### src/rtl/timer_pkg.sv
// Shared state encoding and helpers for the interval timer.
package timer_pkg;

    localparam int         ST_W      = 2;
    localparam logic [1:0] ST_IDLE   = 2'd0;
    localparam logic [1:0] ST_RUN    = 2'd1;
    localparam logic [1:0] ST_PAUSE  = 2'd2;
    localparam logic [1:0] ST_REPORT = 2'd3;

    typedef enum logic [ST_W-1:0] {
        S_IDLE   = ST_IDLE,
        S_RUN    = ST_RUN,
        S_PAUSE  = ST_PAUSE,
        S_REPORT = ST_REPORT
    } state_e;

    // A measurement is in progress in RUN and in PAUSE.
    function automatic logic is_busy(input state_e s);
        return (s == S_RUN) || (s == S_PAUSE);
    endfunction

endpackage

### src/rtl/tick_prescaler.sv
// Divides enabled cycles by PRESCALE; tick_o marks the last cycle of each group.
module tick_prescaler #(
    parameter int PRESCALE = 1
) (
    input  logic clk_i,
    input  logic rst_i,
    input  logic clr_i,
    input  logic en_i,
    output logic tick_o
);

    generate
        if (PRESCALE <= 1) begin : g_bypass
            // Every enabled cycle is a tick; no state is needed.
            logic unused_inputs;
            assign unused_inputs = ^{clk_i, rst_i, clr_i};
            assign tick_o        = en_i;
        end else begin : g_count
            localparam int            PW   = $clog2(PRESCALE);
            localparam logic [PW-1:0] LAST = PW'(PRESCALE - 1);

            logic [PW-1:0] psc_q;
            logic [PW-1:0] psc_d;

            // Next prescaler value: clear wins, otherwise step and wrap on enabled cycles.
            always_comb begin
                // NOTE: default first so every path assigns psc_d and no latch is inferred.
                psc_d = psc_q;
                if (clr_i) begin
                    psc_d = '0;
                end else if (en_i) begin
                    psc_d = (psc_q == LAST) ? '0 : psc_q + PW'(1);
                end
            end

            // Prescaler register with synchronous reset.
            always_ff @(posedge clk_i) begin
                // NOTE: non-blocking so all registers update together at the edge.
                if (rst_i) psc_q <= '0;
                else       psc_q <= psc_d;
            end

            assign tick_o = en_i && (psc_q == LAST);
        end
    endgenerate

endmodule

### src/rtl/interval_timer.sv
// Start/stop interval timer with pause, restart, overflow policy and a
// valid/ready-held result.
module interval_timer
    import timer_pkg::*;
#(
    parameter int WIDTH    = 8,
    parameter int PRESCALE = 1,
    parameter bit SATURATE = 1'b0
) (
    input  logic             clk_i,
    input  logic             rst_i,
    input  logic             start_i,
    input  logic             stop_i,
    input  logic             pause_i,
    input  logic             ready_i,
    output logic [WIDTH-1:0] count_o,
    output logic             ovf_o,
    output logic             valid_o,
    output logic             busy_o
);

    localparam logic [WIDTH-1:0] CNT_MAX = '1;

    state_e           state_q, state_d;
    logic [WIDTH-1:0] cnt_q, cnt_d;
    logic             ovf_flag_q, ovf_flag_d;
    logic [WIDTH-1:0] count_q;
    logic             ovf_q, valid_q, busy_q;

    logic clr;      // start of a fresh measurement
    logic cnt_en;   // this cycle counts toward the prescaler
    logic load;     // publish the counter into the result register
    logic tick;

    tick_prescaler #(
        .PRESCALE (PRESCALE)
    ) u_prescaler (
        .clk_i  (clk_i),
        .rst_i  (rst_i),
        .clr_i  (clr),
        .en_i   (cnt_en),
        .tick_o (tick)
    );

    // Next-state decode; also decides whether this cycle clears, counts or publishes.
    always_comb begin
        state_d = state_q;
        clr     = 1'b0;
        cnt_en  = 1'b0;
        load    = 1'b0;
        unique case (state_q)
            S_IDLE: begin
                if (start_i) begin
                    state_d = S_RUN;
                    clr     = 1'b1;
                end
            end
            S_RUN: begin
                if (stop_i) begin
                    state_d = S_REPORT;
                    load    = 1'b1;
                end else if (start_i) begin
                    clr     = 1'b1;
                end else if (pause_i) begin
                    state_d = S_PAUSE;
                end else begin
                    cnt_en  = 1'b1;
                end
            end
            S_PAUSE: begin
                if (stop_i) begin
                    state_d = S_REPORT;
                    load    = 1'b1;
                end else if (start_i) begin
                    state_d = S_RUN;
                    clr     = 1'b1;
                end else if (!pause_i) begin
                    // Pause is a level: the cycle it drops is already a counting cycle.
                    state_d = S_RUN;
                    cnt_en  = 1'b1;
                end
            end
            S_REPORT: begin
                if (ready_i) begin
                    state_d = start_i ? S_RUN : S_IDLE;
                    clr     = start_i;
                end
            end
            default: state_d = S_IDLE;
        endcase
    end

    // Counter and sticky overflow: cleared on a new measurement, stepped on each tick.
    always_comb begin
        cnt_d      = cnt_q;
        ovf_flag_d = ovf_flag_q;
        if (clr) begin
            cnt_d      = '0;
            ovf_flag_d = 1'b0;
        end else if (tick) begin
            if (cnt_q == CNT_MAX) begin
                ovf_flag_d = 1'b1;
                cnt_d      = SATURATE ? CNT_MAX : '0;
            end else begin
                cnt_d      = cnt_q + WIDTH'(1);
            end
        end
    end

    // State, counter and registered outputs; reset drops any unpublished result.
    always_ff @(posedge clk_i) begin
        if (rst_i) begin
            state_q    <= S_IDLE;
            cnt_q      <= '0;
            ovf_flag_q <= 1'b0;
            count_q    <= '0;
            ovf_q      <= 1'b0;
            valid_q    <= 1'b0;
            busy_q     <= 1'b0;
        end else begin
            state_q    <= state_d;
            cnt_q      <= cnt_d;
            ovf_flag_q <= ovf_flag_d;
            // The stop cycle itself is not counted: publish the pre-stop value.
            if (load) begin
                count_q <= cnt_q;
                ovf_q   <= ovf_flag_q;
            end
            valid_q    <= (state_d == S_REPORT);
            busy_q     <= is_busy(state_d);
        end
    end

    assign count_o = count_q;
    assign ovf_o   = ovf_q;
    assign valid_o = valid_q;
    assign busy_o  = busy_q;

endmodule

### config.mk
export PLATFORM = sky130hd
export DESIGN_NAME = interval_timer
export DESIGN_NICKNAME = d
export VERILOG_FILES = /design/src/rtl/timer_pkg.sv /design/src/rtl/tick_prescaler.sv /design/src/rtl/interval_timer.sv
export SDC_FILE = /design/constraint.sdc
export NUM_CORES = 1
export LEC_CHECK = 0
export BUFFER_PORTS_ARGS = -buffer_cell sky130_fd_sc_hd__buf_2
export CORE_MARGIN = 1.5
export CORE_UTILIZATION = 51
export DETAILED_ROUTE_END_ITERATION = 10
export GPL_TIMING_DRIVEN = 0
export PLACE_DENSITY = 0.73
export SLEW_MARGIN = 20
export SYNTH_ARGS = -nofsm -noshare
export SYNTH_HDL_FRONTEND = slang
export SYNTH_HIERARCHICAL = 1
export SYNTH_SLANG_ARGS = --single-unit
### constraint.sdc
create_clock -name clk_i -period 4.5 [get_ports clk_i]
set_input_delay 0.45 -clock clk_i [delete_from_list [all_inputs] [get_ports clk_i]]
set_output_delay 0.45 -clock clk_i [all_outputs]
set_load 0.01 [all_outputs]
# Word-level counts from Yosys, hierarchy flattened
# Index checks and enable logic that the tools add are counted.
# word_totals
out_inout_bits	11
wordCells	41
reg_bits	22
input_bits	6
# op_classes
n_mux	21
n_addsub	1
reduce_logical	5
eq_ne	7
# op_table
op	count
2-to-1 mux 2 bit	8
2-to-1 mux 1 bit	10
adder 8 x 1 -> 8 bit, second input constant	1
== test 2 bit, second input constant	4
== test 8 bit, second input constant	1
2-to-1 mux 8 bit	1
one-hot mux 2 bit (4 select lines)	1
== test 2 x 1 -> 1 bit, second input constant	2
OR reduction 2 bit	2
one-hot mux 1 bit (3 select lines)	1
zero test 2 bit	1
AND reduction 2 bit	1
logical OR 1 bit	1

# Logic depth before layout (Yosys ltp)
# logic_depth
ltp_word	6
depth_mapped	9
depth_no_buf	8

# Cells and area by module
# Netlist, hierarchy kept.
# modules_own_cells
module	seq_area_each_um2	instances	cells_each	area_each_um2
interval_timer	440.4	1	119	999.7
tick_prescaler	0.0	1	1	7.5

# Least setup slack after synthesis
# OpenSTA, ideal clock, no wires.
# synth_path
kind	flip-flop to flip-flop
startpoint	register state_q[0]
endpoint	register busy_q (netlist: busy_o)
required_ns	4.386
path_stages_with_launch	9
arrival_time_ns	1.680
slack_ns	2.706
n_path_buf	0
setup_time_ns	0.114
period_less_slack_ns	1.794
path_cell_list	dfxtp_1 inv_1 ha_1 or2_2 a21oi_1 o21a_1 nor2_1 ha_1 nor2b_1
# synth_between
elab_chain_cells	6
elab_cells_between_ends	16
classes_between	eq/ne (5); mux (9); reduce/logical (2)
# synth_rtl
element	line	rtl
start, declared	interval_timer.sv:24	state_e state_q, state_d;
start signal, assigned	interval_timer.sv:121	state_q <= state_d;
2-to-1 mux 2 bit, on equally long branches	interval_timer.sv:77, interval_timer.sv:64	
2-to-1 mux 2 bit, on equally long branches	interval_timer.sv:74, interval_timer.sv:62	
2-to-1 mux 2 bit, on equally long branches	interval_timer.sv:71, interval_timer.sv:59	
one-hot mux 2 bit (4 select lines) (*)	interval_timer.sv:51	unique case (state_q)
== test 2 x 1 -> 1 bit or == test 2 bit (tied branches)	timer_pkg.sv:19	return (s == S_RUN) || (s == S_PAUSE);
logical OR 1 bit (*)	timer_pkg.sv:19	
end signal, assigned	interval_timer.sv:130	busy_q <= is_busy(state_d);
end, declared	interval_timer.sv:28	logic ovf_q, valid_q, busy_q;
# Every way passes the cells marked *; elsewhere a longest branch is shown, timed or not.
# A chain may end at the register's enable or synchronous reset.

# Worst setup path after layout
# layout_path
startpoint	register state_q[0]
endpoint	register cnt_q[5]
# layout_between
elab_cells_between_ends	8
classes_between	eq/ne (3); mux (2); reduce/logical (3)
# layout_lines
element	line	rtl
== test 2 bit or == test 2 x 1 -> 1 bit (tied branches)	interval_timer.sv:51	
OR reduction 2 bit (no line) (*)	--	
2-to-1 mux 1 bit (*)	--	
named net cnt_en	interval_timer.sv:31	logic cnt_en;
end signal, assigned	interval_timer.sv:122	cnt_q <= cnt_d;
end, declared	interval_timer.sv:25	logic [WIDTH-1:0] cnt_q, cnt_d;
# The timed path passes the listed nets; every way through them passes the cells marked *.

==> impl_results.md <==
* Status: finished, final reports clean
* # diodes at 0
* Die span in y at around 47 µm
* Leak at around 0.47 nW
* I/O Pins at 17
* Max-slew violations at 0
* H-tree Lvls at 1
* Clock skew at ~0.0039 ns
* Crit Path Max Fanout at 7
* Fin area at approximately 1100 µm²
* Hold EP: busy_o
* Total number of vias at roughly 840
* TritonCTS clock tree: yes
* R2R Setup Slk at ~2.4 ns
* Worst Tran Pin Value at between 0.4 and 0.5 ns
* Total track usage at between 15 and 20%
* Global-route wire length before repair at slightly above 3 mm
* Peak supply drop at about 210 µV
* Maximum clock path buffer count at 2
* Longest individual stage delay on the worst path at approximately 0.47 ns
* Critical Path End Type: flop
* Layout area overhead at 14.8%
* Port buffer count at 16
* Routed len/inst at about 11 µm
* Drt via density at 5.13
* Antenna violations before repair at 0
* Final worst path period share at ~46%
* CP startpoint kind: flop
* Bufs and invs on worst path at 2
* Post-Synthesis Cells at roughly 120
* Layout Nets at 152
* Die area at roughly 2200 µm²
* Die width at ~47 µm
* Hold_buf cts at 0
* Vias in the first global route at between 700 and 800
* Worst-path cell chain: inv_1, ha_1, nand2b_1, nor3_1, buf_4, nand4_2, nor3_1, or2_1, nor2_1
* Clock sinks at 22
* Setup_tns at 0 ns
* Post-CTS setup repair buffer count at 0
* Core area at 1780 µm²
* Fin. Hold Viols at 0
* Final Setup Violations at 0
* R2R Path End: cnt_q[5]
* Power Total at 372 µW
* Final Wtd Congestion at approximately 0.93
* CP delay by family, top: simple AND/OR/NAND/NOR gates
* YS warnings at 6
* Syn Area/Cell at 8.40 µm²
* Root buffer cell: clkbuf_4
* Hold Crit Depth at 2
* Cts bufs inserted at 3
* Total congestion overflow at 0
* Final min period at 2.06 ns
* RSZ-0062 raised after global routing: no
* Largest net degree at the start of global routing at 13
* Worst setup path start: state_q[0]
* Detail Route Antenna Nets at 0
* CTS clk-pin slew, worst paths at around 0.12 ns
* Most used cell along the critical path: nor3_1
* Reg-to-reg startpoint: state_q[0]
* Post-synthesis net count at about 130
* Reg2reg path depth at 9
* Residual DRC at 0
* Max cap viols at 0
* # rows at 15
* Cts repair resizes at 0
* Fillers at ~170
* Dpl cell area at between 1000 and 1500 µm²
* Hpwl dp at ~1.4 mm
* Routed WL at about 1.9 mm
* Ratio of cells with drive above 1 in the final layout at about a fifth
* Drt initial violations at 13
* CP max-delay cell: dfxtp_1
* Synthesized area at 1000 µm²
* Clk_lat worst skew at 0.30 ns
* FMAX at just under 0.5 GHz
* Worst Hold Slack at 0.368 ns
* Hold crit path type: input port to flop
* PD cells at about 320 nW/µm²
* DRT Pass-1 Iters at 4
* Kind of critical path: flop to flop
* Worst Path Arrival at ~2.3 ns
* Relative slew slack at 69.2%
* Hold Startpoint: rst_i
* CP required at around 4.7 ns
* Initial Util at 56.1%
routing by layer:
layer / vias up / part of all wire (%) / global-route usage, %
met5: - / 0 / 0
met4: 0 / 0.81 / 8.33
met3: 2 / 2.5 / 3.46
met2: 10 / 42 / 28.9
met1: 382 / 55 / 28.4
li1: 448 / - / -
cell usage in the layout, fill, tap and decap left out, drive strengths merged:
cell type  instances
or3                1
dfxtp             22
o21ba              1
nor2              13
a21oi             15
nand3              9
xnor2              3
mux2               1
o32a               1
nor2b              2
inv                3
nor3b              1
a31oi              1
nor3               4
o21ai              2
nand4              2
a221oi             1
clkbuf             6
xor2               3
o21a               1
or2                2
mux2i              1
buf               18
ha                 6
nand2             18
nand2b             2
sequential cells by signal (all words and copies together), names as in the netlist:
| name | count |
|---|---|
| valid_o | 1 |
| state_q | 2 |
| cnt_q | 8 |
| busy_o | 1 |
| ovf_o | 1 |
| count_o | 8 |
| ovf_flag_q | 1 |
layout make-up:
cell class                      count  area (µm²)  area share (%)
Multi-Input combinational cell     90         528            46.0
Sequential cell                    22         440            38.4
Timing Repair Buffer               16        80.1            6.98
Clock buffer                        4        36.3            3.16
Tap cell                           25        31.3            2.73
Buffer                              4        20.0            1.74
Inverter                            3        11.3           0.981
where the power goes:
part | internal, mW | total (mW) | switching (mW)
Clock | 0.0493 | 0.105 | 0.0559
Combinational | 0.0241 | 0.0623 | 0.0381
Sequential | 0.200 | 0.204 | 0.00451
per-stage QoR:
step	setup WS (ns)	util [%]	cells
after global placement	2.50	62.3	160
after floorplan	2.71	-	119
after detailed placement	2.50	62.3	160
after global routing	2.21	64.4	164
final	2.44	64.4	164
after CTS	2.45	64.4	164
worst max path at each step:
stage | to | cells past startpoint
6_report | cnt_q[5] | 9
5_1_grt | cnt_q[5] | 9
4_1_cts | cnt_q[0] | 9
3_5_place_dp | cnt_q[0] | 9
3_3_place_gp | cnt_q[0] | 9
2_1_floorplan | busy_o | 8
(Power assumes the default switching activity.)
